===== src/rtl/sht40_pkg.sv =====
// sht40_pkg: shared types and constants for the SHT40 conversion stage.
//   state_t       - 2-bit conversion FSM state
//   DEF_*         - default scale/offset constants in hundredths
//   RH_MAX_CENTI  - upper humidity crop limit (100.00 %RH)
//   MUL_ITERS     - number of shift-add iterations (one per raw bit)
//   clamp_rh()    - crops a signed humidity result to 0..RH_MAX_CENTI
package sht40_pkg;

  typedef enum logic [1:0] {
    ST_IDLE   = 2'd0,
    ST_LOAD   = 2'd1,
    ST_MUL    = 2'd2,
    ST_FINISH = 2'd3
  } state_t;

  localparam int DEF_T_SCALE   = 17500;
  localparam int DEF_T_OFFSET  = 4500;
  localparam int DEF_RH_SCALE  = 12500;
  localparam int DEF_RH_OFFSET = 600;

  localparam int RH_MAX_CENTI  = 10000;
  localparam int MUL_ITERS     = 16;

  function automatic logic [15:0] clamp_rh(input logic signed [16:0] v);
    if (v < 0)
      return 16'd0;
    else if (v > 17'sd10000)
      return 16'(RH_MAX_CENTI);
    else
      return v[15:0];
  endfunction

endpackage


===== src/rtl/sht40_convert_if.sv =====
// sht40_convert_if: raw-word inputs and converted-result outputs of the
// SHT40 conversion stage.
//   master - the surrounding system: drives raw words/ready flags, reads results
//   slave  - sht40_convert itself
interface sht40_convert_if;

  logic [15:0] Temperature_In;
  logic [15:0] Humidity_In;
  logic        Temp_Ready_In;
  logic        RH_Ready_In;
  logic [15:0] Temp_Centi;
  logic [15:0] RH_Centi;
  logic        Temp_Valid;
  logic        RH_Valid;
  logic        Busy;
  logic        Overrun;

  modport master (
    output Temperature_In, Humidity_In, Temp_Ready_In, RH_Ready_In,
    input  Temp_Centi, RH_Centi, Temp_Valid, RH_Valid, Busy, Overrun
  );

  modport slave (
    input  Temperature_In, Humidity_In, Temp_Ready_In, RH_Ready_In,
    output Temp_Centi, RH_Centi, Temp_Valid, RH_Valid, Busy, Overrun
  );

endinterface


===== src/rtl/sht40_serial_mul.sv =====
// sht40_serial_mul: 16x15 serial shift-add multiplier, LSB first.
//   clk, rst_n - clock, synchronous active-low reset
//   start      - load operands and clear the accumulator
//   mcand      - 15-bit multiplicand (scale constant)
//   mplier     - 16-bit multiplier (raw sensor word)
//   product    - 31-bit accumulator / final product
//   done       - high during the last iteration; product is final one cycle later
module sht40_serial_mul
  import sht40_pkg::*;
(
  input  logic        clk,
  input  logic        rst_n,
  input  logic        start,
  input  logic [14:0] mcand,
  input  logic [15:0] mplier,
  output logic [30:0] product,
  output logic        done
);

  localparam logic [4:0] ITERS = 5'(MUL_ITERS);

  logic [30:0] acc;
  logic [30:0] addend;
  logic [15:0] bits;
  logic [4:0]  cnt;
  logic        run;

  always_ff @(posedge clk) begin
    if (!rst_n) begin
      acc    <= '0;
      addend <= '0;
      bits   <= '0;
      cnt    <= '0;
      run    <= 1'b0;
    end else if (start) begin
      acc    <= '0;
      addend <= {16'd0, mcand};
      bits   <= mplier;
      cnt    <= ITERS;
      run    <= 1'b1;
    end else if (run) begin
      if (bits[0])
        acc <= acc + addend;
      addend <= {addend[29:0], 1'b0};
      bits   <= {1'b0, bits[15:1]};
      cnt    <= cnt - 5'd1;
      if (cnt == 5'd1)
        run <= 1'b0;
    end
  end

  assign product = acc;
  // Flag the final iteration so the controller can step to FINISH on the
  // same edge the last partial product lands.
  assign done    = run && (cnt == 5'd1);

endmodule


===== src/rtl/sht40_convert.sv =====
// sht40_convert: converts raw SHT40 temperature/humidity words to signed
// hundredths of degC / %RH: ((raw * SCALE) >> 16) - OFFSET.
//   clk, rst_n - clock, synchronous active-low reset
//   bus        - sht40_convert_if.slave: raw words + ready levels in,
//                results, one-cycle valids, Busy and sticky Overrun out
// Build option: define SHT40_CONVERT_CLAMP_EN to crop humidity to 0..10000.
//
// state     | meaning
// ST_IDLE   | wait for a pending channel, temperature first
// ST_LOAD   | start the multiplier with the selected scale and raw word
// ST_MUL    | 16 shift-add iterations in progress
// ST_FINISH | subtract offset, write result, pulse valid
module sht40_convert
  import sht40_pkg::*;
#(
  parameter int T_SCALE   = DEF_T_SCALE,
  parameter int T_OFFSET  = DEF_T_OFFSET,
  parameter int RH_SCALE  = DEF_RH_SCALE,
  parameter int RH_OFFSET = DEF_RH_OFFSET
) (
  input  logic             clk,
  input  logic             rst_n,
  sht40_convert_if.slave   bus
);

  localparam logic [14:0] T_SCALE15  = 15'(T_SCALE);
  localparam logic [14:0] RH_SCALE15 = 15'(RH_SCALE);
  localparam logic [15:0] T_OFF16    = 16'(T_OFFSET);
  localparam logic [15:0] RH_OFF16   = 16'(RH_OFFSET);

  state_t      state;
  logic        sel_rh;
  logic        start;
  logic        pend_t, pend_rh;
  logic        prev_t, prev_rh;
  logic        edge_en;
  logic [15:0] hold_t, hold_rh;
  logic [15:0] temp_centi, rh_centi;
  logic        temp_valid, rh_valid;
  logic        busy, overrun;

  logic        rise_t, rise_rh;
  logic [30:0] product;
  logic        mul_done;
  logic [15:0] prod_hi;
  logic [15:0] temp_res, rh_res;
  logic        unused_bits;

  // edge_en holds off detection for one cycle so a level already high at
  // reset release is absorbed into prev_* rather than seen as an edge.
  assign rise_t  = edge_en && bus.Temp_Ready_In && !prev_t;
  assign rise_rh = edge_en && bus.RH_Ready_In   && !prev_rh;

  always_ff @(posedge clk) begin
    if (!rst_n) begin
      prev_t  <= 1'b0;
      prev_rh <= 1'b0;
      edge_en <= 1'b0;
      hold_t  <= '0;
      hold_rh <= '0;
    end else begin
      prev_t  <= bus.Temp_Ready_In;
      prev_rh <= bus.RH_Ready_In;
      edge_en <= 1'b1;
      if (rise_t)
        hold_t <= bus.Temperature_In;
      if (rise_rh)
        hold_rh <= bus.Humidity_In;
    end
  end

  sht40_serial_mul u_mul (
    .clk     (clk),
    .rst_n   (rst_n),
    .start   (start),
    .mcand   (sel_rh ? RH_SCALE15 : T_SCALE15),
    .mplier  (sel_rh ? hold_rh : hold_t),
    .product (product),
    .done    (mul_done)
  );

  // The fractional half of the product is dropped by the >>16.
  assign unused_bits = ^product[15:0];
  assign prod_hi     = {1'b0, product[30:16]};
  assign temp_res    = prod_hi - T_OFF16;

`ifdef SHT40_CONVERT_CLAMP_EN
  logic signed [16:0] rh_diff;
  assign rh_diff = signed'({1'b0, prod_hi} - {1'b0, RH_OFF16});
  assign rh_res  = clamp_rh(rh_diff);
`else
  assign rh_res  = prod_hi - RH_OFF16;
`endif

  always_ff @(posedge clk) begin
    if (!rst_n) begin
      state      <= ST_IDLE;
      sel_rh     <= 1'b0;
      start      <= 1'b0;
      pend_t     <= 1'b0;
      pend_rh    <= 1'b0;
      temp_centi <= '0;
      rh_centi   <= '0;
      temp_valid <= 1'b0;
      rh_valid   <= 1'b0;
      busy       <= 1'b0;
      overrun    <= 1'b0;
    end else begin
      temp_valid <= 1'b0;
      rh_valid   <= 1'b0;
      start      <= 1'b0;
      case (state)
        ST_IDLE: begin
          if (pend_t) begin
            sel_rh <= 1'b0;
            pend_t <= 1'b0;
            start  <= 1'b1;
            busy   <= 1'b1;
            state  <= ST_LOAD;
          end else if (pend_rh) begin
            sel_rh  <= 1'b1;
            pend_rh <= 1'b0;
            start   <= 1'b1;
            busy    <= 1'b1;
            state   <= ST_LOAD;
          end
        end
        ST_LOAD: state <= ST_MUL;
        ST_MUL: begin
          if (mul_done)
            state <= ST_FINISH;
        end
        ST_FINISH: begin
          if (sel_rh) begin
            rh_centi <= rh_res;
            rh_valid <= 1'b1;
          end else begin
            temp_centi <= temp_res;
            temp_valid <= 1'b1;
          end
          busy  <= 1'b0;
          state <= ST_IDLE;
        end
        default: state <= ST_IDLE;
      endcase
      // A new edge re-arms its channel even if IDLE consumed it this cycle.
      if (rise_t)
        pend_t <= 1'b1;
      if (rise_rh)
        pend_rh <= 1'b1;
      if ((rise_t && pend_t) || (rise_rh && pend_rh))
        overrun <= 1'b1;
    end
  end

  assign bus.Temp_Centi = temp_centi;
  assign bus.RH_Centi   = rh_centi;
  assign bus.Temp_Valid = temp_valid;
  assign bus.RH_Valid   = rh_valid;
  assign bus.Busy       = busy;
  assign bus.Overrun    = overrun;

endmodule


===== src/flat_wrapper.sv =====
// flat-port wrapper written by rule: the top's interface ports become plain ports
module sht40_convert_flat import sht40_pkg::*;
#(
  parameter int T_SCALE   = DEF_T_SCALE,
  parameter int T_OFFSET  = DEF_T_OFFSET,
  parameter int RH_SCALE  = DEF_RH_SCALE,
  parameter int RH_OFFSET = DEF_RH_OFFSET
)
  (clk, rst_n, bus_Temperature_In, bus_Humidity_In, bus_Temp_Ready_In, bus_RH_Ready_In, bus_Temp_Centi, bus_RH_Centi, bus_Temp_Valid, bus_RH_Valid, bus_Busy, bus_Overrun);
  sht40_convert_if bus_i ();
  input  logic clk;
  input  logic rst_n;
  input wire logic [$bits(bus_i.Temperature_In)-1:0] bus_Temperature_In;
  input wire logic [$bits(bus_i.Humidity_In)-1:0] bus_Humidity_In;
  input wire logic [$bits(bus_i.Temp_Ready_In)-1:0] bus_Temp_Ready_In;
  input wire logic [$bits(bus_i.RH_Ready_In)-1:0] bus_RH_Ready_In;
  output wire logic [$bits(bus_i.Temp_Centi)-1:0] bus_Temp_Centi;
  output wire logic [$bits(bus_i.RH_Centi)-1:0] bus_RH_Centi;
  output wire logic [$bits(bus_i.Temp_Valid)-1:0] bus_Temp_Valid;
  output wire logic [$bits(bus_i.RH_Valid)-1:0] bus_RH_Valid;
  output wire logic [$bits(bus_i.Busy)-1:0] bus_Busy;
  output wire logic [$bits(bus_i.Overrun)-1:0] bus_Overrun;
  assign bus_i.Temperature_In = bus_Temperature_In;
  assign bus_i.Humidity_In = bus_Humidity_In;
  assign bus_i.Temp_Ready_In = bus_Temp_Ready_In;
  assign bus_i.RH_Ready_In = bus_RH_Ready_In;
  assign bus_Temp_Centi = bus_i.Temp_Centi;
  assign bus_RH_Centi = bus_i.RH_Centi;
  assign bus_Temp_Valid = bus_i.Temp_Valid;
  assign bus_RH_Valid = bus_i.RH_Valid;
  assign bus_Busy = bus_i.Busy;
  assign bus_Overrun = bus_i.Overrun;
  sht40_convert #(.T_SCALE(T_SCALE), .T_OFFSET(T_OFFSET), .RH_SCALE(RH_SCALE), .RH_OFFSET(RH_OFFSET)) u_core (.clk(clk), .rst_n(rst_n), .bus(bus_i));
endmodule

===== config.mk =====
export PLATFORM = sky130hd
export DESIGN_NAME = sht40_convert_flat
export DESIGN_NICKNAME = d
export VERILOG_FILES = /design/src/rtl/sht40_pkg.sv /design/src/rtl/sht40_convert_if.sv /design/src/rtl/sht40_serial_mul.sv /design/src/rtl/sht40_convert.sv /design/src/flat_wrapper.sv
export SDC_FILE = /design/constraint.sdc
export NUM_CORES = 1
export LEC_CHECK = 0
export CAP_MARGIN = 30
export CORE_ASPECT_RATIO = 1.1
export CORE_MARGIN = 10
export CORE_UTILIZATION = 58
export DETAILED_ROUTE_END_ITERATION = 12
export HOLD_SLACK_MARGIN = 0.03
export PLACE_DENSITY = 0.8
export SETUP_SLACK_MARGIN = 0.1
export SYNTH_ARGS = -nofsm -noshare
export SYNTH_HDL_FRONTEND = slang
export SYNTH_SLANG_ARGS = --single-unit

===== constraint.sdc =====
create_clock -name clk -period 3 [get_ports clk]
set_input_delay 0.9 -clock clk [delete_from_list [all_inputs] [get_ports clk]]
set_output_delay 0.9 -clock clk [all_outputs]
set_load 0.05 [all_outputs]

==> impl_metrics.yaml, run 1 <==
synthesis:
  ys_ff_latch: 157
  synth_nets: 998
  yosysWarnings: 0
  seq_area_frac_synth_pct: 40.4
  synth.avg_cell_area_sq_um: 8.40
  synth_edf_count: 0
  syn-cell-area_sq_um: 7770
  ys_types: 66
  syn-instance-count: 925
  synth-async-reset-ratio_pct: 0
  synth_ff_type: "dfxtp_1"
critical_path:
  startpoint: "u_core.bus.Overrun$_SDFFE_PN0P_"
  worst-path-stages: 1
  cp.required_ps: 2100
  path_cells: "clkdlybuf4s50_1"
  crit_buf_inv: 1
  critPathCapture: "bus_Overrun"
  cp-end-kind: "primary output"
  crit_path_top_delay_cell: "clkdlybuf4s50_1"
  crit_path_max_incr_delay_ps: 830
  crit_type: "reg2out"
  critPathLaunchType: "flip-flop"
  ff2ff_setup_slack_ps: 580
  crit_fanout: 2
  r2r-start: "u_core.u_mul.addend[2]$_SDFFE_PN0P_"
  r2r-end: "u_core.u_mul.product[26]$_SDFFE_PP0P_"
  cpLargestDelayFamily: "buffers and inverters"
  worstPathArrival_ps: 1620
  r2r_cells: 9
drt:
  wl_per_cell_microns: 16.1
  wl_microns: 18500
  num_vias: 6484
  vias_per_cell: 5.66
  drt-initial-drc-count: 440
  drtPass1Iterations: 6
  drc_errors: 0
  ant_nets: 0
power:
  intPower_w: 0.00386
  p_switching_w: 0.00135
  p_clk_share_pct: 42.9
  comb_power_share_pct: 13.1
  seqPwrFrac_pct: 44.0
  pwr_density_cell_nw_per_um2: 567
  irDropWorstVdd_mv: 0.382
  power_leakage_nw: 3.41
  swShare_pct: 25.9
die:
  die_w_microns: 130
  core-area_sq_um: 13200
  io_pins: 72
  start_util_pct: 59.1
  die_area_sq_um: 18400
  fp-row-count: 44
  fp.dieH_microns: 141
grt:
  antenna_found_initial: 0
  grt_pass1_wl_microns: 30700
  grt_pass1_vias: 6402
  grt_max_degree: 93
  gr-total-overflow: 0
  grtUsageTotal_pct: 20.4
place:
  postPlaceCellArea_sq_um: 8580
  io_buffers: 71
  dp_hpwl_microns: 12900
  place_congestion: 0.913
final_layout:
  drive_gt1_share_pct: 7.61
  stdcell_area_sq_um: 9190
  fillers: 1055
  seq_area_sq_um: 3140
  final_cell_mix: "168 x nand2_1, 156 x dfxtp_1, 110 x a21oi_1, 76 x nor2_1, 71 x clkdlybuf4s50_1"
  antennaDiodeCount: 0
  final_common_cell: "nand2_1"
  final_nets: 1045
  multi_input_area_sq_um: 4320
  syn2layout_area_growth_pct: 18.3
status:
  status: "completed"
cts:
  clock_latency_ps: 430
  cts_made_buffers: 17
  cts-hold-fix-buffers: 0
  postCtsSetupBuffers: 0
  clk_pin_slew_ps: 60
  clock-root-buffer: "clkbuf_16"
  htreeDepth: 4
  ctsLongestPathBuffers: 2
  cts-resized-gates: 0
  cts_tree: "yes"
  numClockSinks: 157
timing:
  slew_headroom_pct: 39.3
  period_share_pct: 84.0
  fin_crit_ps: 2520
  rsz0062_at_grt: "false"
  worst_pin_slew_ps: 909
  slew_violations: 0
  hold_violations: 0
  fmax_mhz: 397
  setup_viol: 0
  finClkSkew_ps: 8.76
  fin_setup_tns_ps: 0
job:
  max_cap_viol_count: 0
worst_hold_path:
  hp-class: "reg2reg"
cells in the mapped netlist, drive strengths merged (11+ instances only):
master    n  area, sq um
nand2   168          631
dfxtp   157         3140
a21oi   112          568
nor2     77          292
a211oi   49          378
clkbuf   47          178
mux2i    46          460
ha       36          450
o21ai    31          163
xnor2    30          263
nor2b    21          131
buf      15         81.3
xor2     14          123
nand3    13         65.1
inv      12         45.0
and2     11         68.8
metrics by stage:
stage	power [W]	hold slack [ps]	util, %	setup WS [ps]	cells
final	0.00521	450	69.9	481	1146
after global routing	0.00541	472	69.9	429	1146
after CTS	0.00524	452	69.9	475	1146
after detailed placement	0.00301	443	65.2	491	1114
after global placement	0.00300	439	65.2	507	1114
after floorplan	0.00280	429	-	836	925
worst min path at each step:
stage / from / endpoint / slack (ps) / depth (start not counted)
6_report: u_core.hold_t[10]$_SDFFE_PN0P_ / u_core.hold_t[10]$_SDFFE_PN0P_ / 450 / 2
5_1_grt: u_core.hold_t[7]$_SDFFE_PN0P_ / u_core.hold_t[7]$_SDFFE_PN0P_ / 470 / 2
4_1_cts: u_core.hold_t[14]$_SDFFE_PN0P_ / u_core.hold_t[14]$_SDFFE_PN0P_ / 450 / 2
3_5_place_dp: u_core.hold_t[14]$_SDFFE_PN0P_ / u_core.hold_t[14]$_SDFFE_PN0P_ / 440 / 2
3_3_place_gp: u_core.hold_t[14]$_SDFFE_PN0P_ / u_core.hold_t[14]$_SDFFE_PN0P_ / 440 / 2
2_1_floorplan: u_core.u_mul.product[10]$_SDFFE_PP0P_ / u_core.u_mul.product[10]$_SDFFE_PP0P_ / 430 / 2
power by group through the flow:
| stage | sequential, W | clock (W) | combinational, W |
|---|---|---|---|
| final | 0.00229 | 0.00223 | 0.000684 |
| after global routing | 0.00231 | 0.00235 | 0.000754 |
| after CTS | 0.00229 | 0.00226 | 0.000687 |
| after detailed placement | 0.00233 | 0 | 0.000679 |
| after global placement | 0.00233 | 0 | 0.000669 |
| after floorplan | 0.00238 | 0 | 0.000425 |
per-layer routing:
layer	global-route usage [%]	share of wire, %
met5	0	0
met4	9.55	2.8
met3	3.39	3.5
met2	34.6	49
met1	24.4	45
cell type report:
class / instances / area share, %
repair buffers: 90 / 9.42
inverters: 13 / 0.531
flip-flops and latches: 157 / 34.2
clock inverters: 9 / 1.43
multi-input cells: 693 / 47.0
clock buffers: 23 / 5.20
well taps: 161 / 2.19
cells by family after synthesis:
family | Yosys count | synth area share [%]
and+or+nand+nor | 322 | 17.9
AOI/OAI and AO/OA | 244 | 20.8
DFF | 157 | 40.4
buffers and inverters | 75 | 3.96
muxes | 46 | 5.92
xor gates and xnor gates | 44 | 4.96
adders and majority gates | 37 | 6.05
sequential cells by signal (all words and copies together) (netlist names), 5 cells and up:
name                   count
u_core.hold_rh            16
u_core.u_mul.bits         16
u_core.bus.Temp_Centi     16
u_core.u_mul.addend       29
u_core.u_mul.product      29
u_core.u_mul.cnt           5
u_core.hold_t             16
u_core.bus.RH_Centi       16
Power figures use the tool's default switching activity.
==> run 2: changes to the inputs <==
==> constraint.sdc (replaced) <==
create_clock -name clk -period 2.35 [get_ports clk]
set_input_delay 0.705 -clock clk [delete_from_list [all_inputs] [get_ports clk]]
set_output_delay 0.705 -clock clk [all_outputs]
set_load 0.05 [all_outputs]
==> impl_metrics.yaml, run 2 (synthesized netlist as in run 1, its figures left out) <==
drt:
  num_vias: 6770
  drt-initial-drc-count: 466
  ant_nets: 0
  wl_per_cell_microns: 16.0
  drc_errors: 0
  drtPass1Iterations: 7
  vias_per_cell: 5.81
  wl_microns: 18600
timing:
  setup_viol: 0
  worst_pin_slew_ps: 584
  period_share_pct: 95.7
  slew_violations: 0
  worst_slack_ps: 101
  finClkSkew_ps: 9.75
  hold_violations: 0
  slew_headroom_pct: 61.1
  fin_crit_ps: 2250
  rsz0062_at_grt: "true"
  fin_setup_tns_ps: 0
  fmax_mhz: 445
worst_hold_path:
  holdPathStages: 2
  whs_endpoint: "u_core.hold_t[3]$_SDFFE_PN0P_"
  min-delay-start: "u_core.hold_t[3]$_SDFFE_PN0P_"
  hp-class: "reg2reg"
final_layout:
  drive_gt1_share_pct: 12.0
  fin_util_pct: 71.5
  final_nets: 1064
  final_common_cell: "nand2_1"
  fillers: 1005
  syn2layout_area_growth_pct: 21.0
  antennaDiodeCount: 0
  final_cell_mix: "168 x nand2_1, 151 x dfxtp_1, 104 x a21oi_1, 76 x nor2_1, 47 x a211oi_1"
critical_path:
  r2r-end: "u_core.u_mul.product[28]$_SDFFE_PP0P_"
  crit_type: "reg2reg"
  cp.required_ps: 2710
  critPathLaunchType: "flip-flop"
  ff2ff_setup_slack_ps: 100
  r2r_cells: 8
  r2r-start: "u_core.u_mul.addend[23]$_SDFFE_PP0P_"
  cp-end-kind: "flip-flop"
  crit_fanout: 7
  worstPathArrival_ps: 2610
power:
  pwr_density_cell_nw_per_um2: 698
  seqPwrFrac_pct: 44.3
  p_clk_share_pct: 42.3
  irDropWorstVdd_mv: 0.580
  swShare_pct: 27.4
  p_switching_w: 0.00180
  comb_power_share_pct: 13.4
  intPower_w: 0.00477
  power_leakage_nw: 3.68
cts:
  htreeDepth: 4
  clock-root-buffer: "clkbuf_16"
  clk_pin_slew_ps: 70
  cts_made_buffers: 17
  clock_latency_ps: 430
  numClockSinks: 157
  cts_tree: "yes"
  ctsLongestPathBuffers: 2
die:
  io_pins: 72
  die_w_microns: 130
  core-area_sq_um: 13200
  fp.dieH_microns: 141
  fp-row-count: 44
  die_area_sq_um: 18400
  start_util_pct: 59.1
place:
  place_ws_ps: 15.2
  dp_hpwl_microns: 13000
  place_congestion: 0.955
  io_buffers: 71
grt:
  antenna_found_initial: 0
  grt_pass1_wl_microns: 30400
  grt_pass1_vias: 6421
  grtUsageTotal_pct: 20.0
  grt_max_degree: 93
  gr-total-overflow: 0
status:
  status: "completed"
job:
  max_cap_viol_count: 0
-- run 2: area by class of cell --
| type | count | area [sq um] | share of cell area, % |
|---|---|---|---|
| Inverter | 13 | 48.8 | 0.519 |
| Sequential cell | 157 | 3150 | 33.5 |
| Clock buffer | 18 | 439 | 4.67 |
| Timing Repair Buffer | 109 | 963 | 10.2 |
| Tap cell | 161 | 201 | 2.14 |
| Clock inverter | 14 | 158 | 1.68 |
| Multi-Input combinational cell | 693 | 4450 | 47.3 |
-- run 2: worst max-delay path by stage --
stage,start,cells after the start,to
3_3_place_gp,u_core.u_mul.addend[2]$_SDFFE_PN0P_,9,u_core.u_mul.product[30]$_SDFFE_PP0P_
4_1_cts,u_core.u_mul.addend[2]$_SDFFE_PN0P_,9,u_core.u_mul.product[30]$_SDFFE_PP0P_
6_report,u_core.u_mul.addend[23]$_SDFFE_PP0P_,8,u_core.u_mul.product[28]$_SDFFE_PP0P_
2_1_floorplan,u_core.u_mul.addend[2]$_SDFFE_PN0P_,9,u_core.u_mul.product[22]$_SDFFE_PP0P_
5_1_grt,u_core.u_mul.addend[23]$_SDFFE_PP0P_,8,u_core.u_mul.product[28]$_SDFFE_PP0P_
3_5_place_dp,u_core.u_mul.addend[2]$_SDFFE_PN0P_,9,u_core.u_mul.product[30]$_SDFFE_PP0P_
-- run 2: routing by layer --
layer  vias to the layer above  GRT usage, %  routed length [microns]
li1                       3366             -                        -
met1                      3181          24.1                     8120
met2                       184          33.4                     9110
met3                        39          4.25                      771
met4                         0          9.08                      612
met5                         -             0                        0
-- run 2: power groups by stage --
stage / Sequential, W / Combinational, W / Clock, W
2_1_floorplan: 0.00304 / 0.000543 / 0
3_3_place_gp: 0.00296 / 0.000880 / 0
3_5_place_dp: 0.00297 / 0.000891 / 0
4_1_cts: 0.00291 / 0.000880 / 0.00280
5_1_grt: 0.00293 / 0.000969 / 0.00290
6_report: 0.00291 / 0.000879 / 0.00278
-- run 2: what timing repair did --
action,CTS,global route
hold buffers,0,0
resized for setup,41,28
setup endpoints to repair,41,17
cloned,0,0
pin swaps,1,5
setup buffers,1,0
-- run 2: metrics by stage --
step / total power [W] / hold slack [ps] / area [sq um] / std cells
floorplan: 0.00358 / 429 / 7770 / 925
global placement: 0.00384 / 438 / 8720 / 1132
detailed placement: 0.00386 / 442 / 8720 / 1132
CTS: 0.00659 / 451 / 9300 / 1165
global route: 0.00680 / 471 / 9410 / 1165
finish: 0.00657 / 449 / 9410 / 1165
-- run 2: worst max-delay path, stage by stage (launching register included) --
cell and delay [ps]:
dfxtp_1 370, ha_2 340, a21oi_1 350, o21ai_2 140, a41o_1 280, a21oi_2 220
nand3_1 110, a311o_1 320, o211ai_1 70
==> run 3: changes to the inputs <==
--- a/config.mk
+++ b/config.mk
@@ -5,7 +5,7 @@
 export SDC_FILE = /design/constraint.sdc
 export NUM_CORES = 1
 export LEC_CHECK = 0
-export CAP_MARGIN = 30
+export CAP_MARGIN = 10
 export CORE_ASPECT_RATIO = 1.1
 export CORE_MARGIN = 10
 export CORE_UTILIZATION = 58
==> results of run 3 <==
No change in the layout: final DEF, timing and power equal those of run 2.
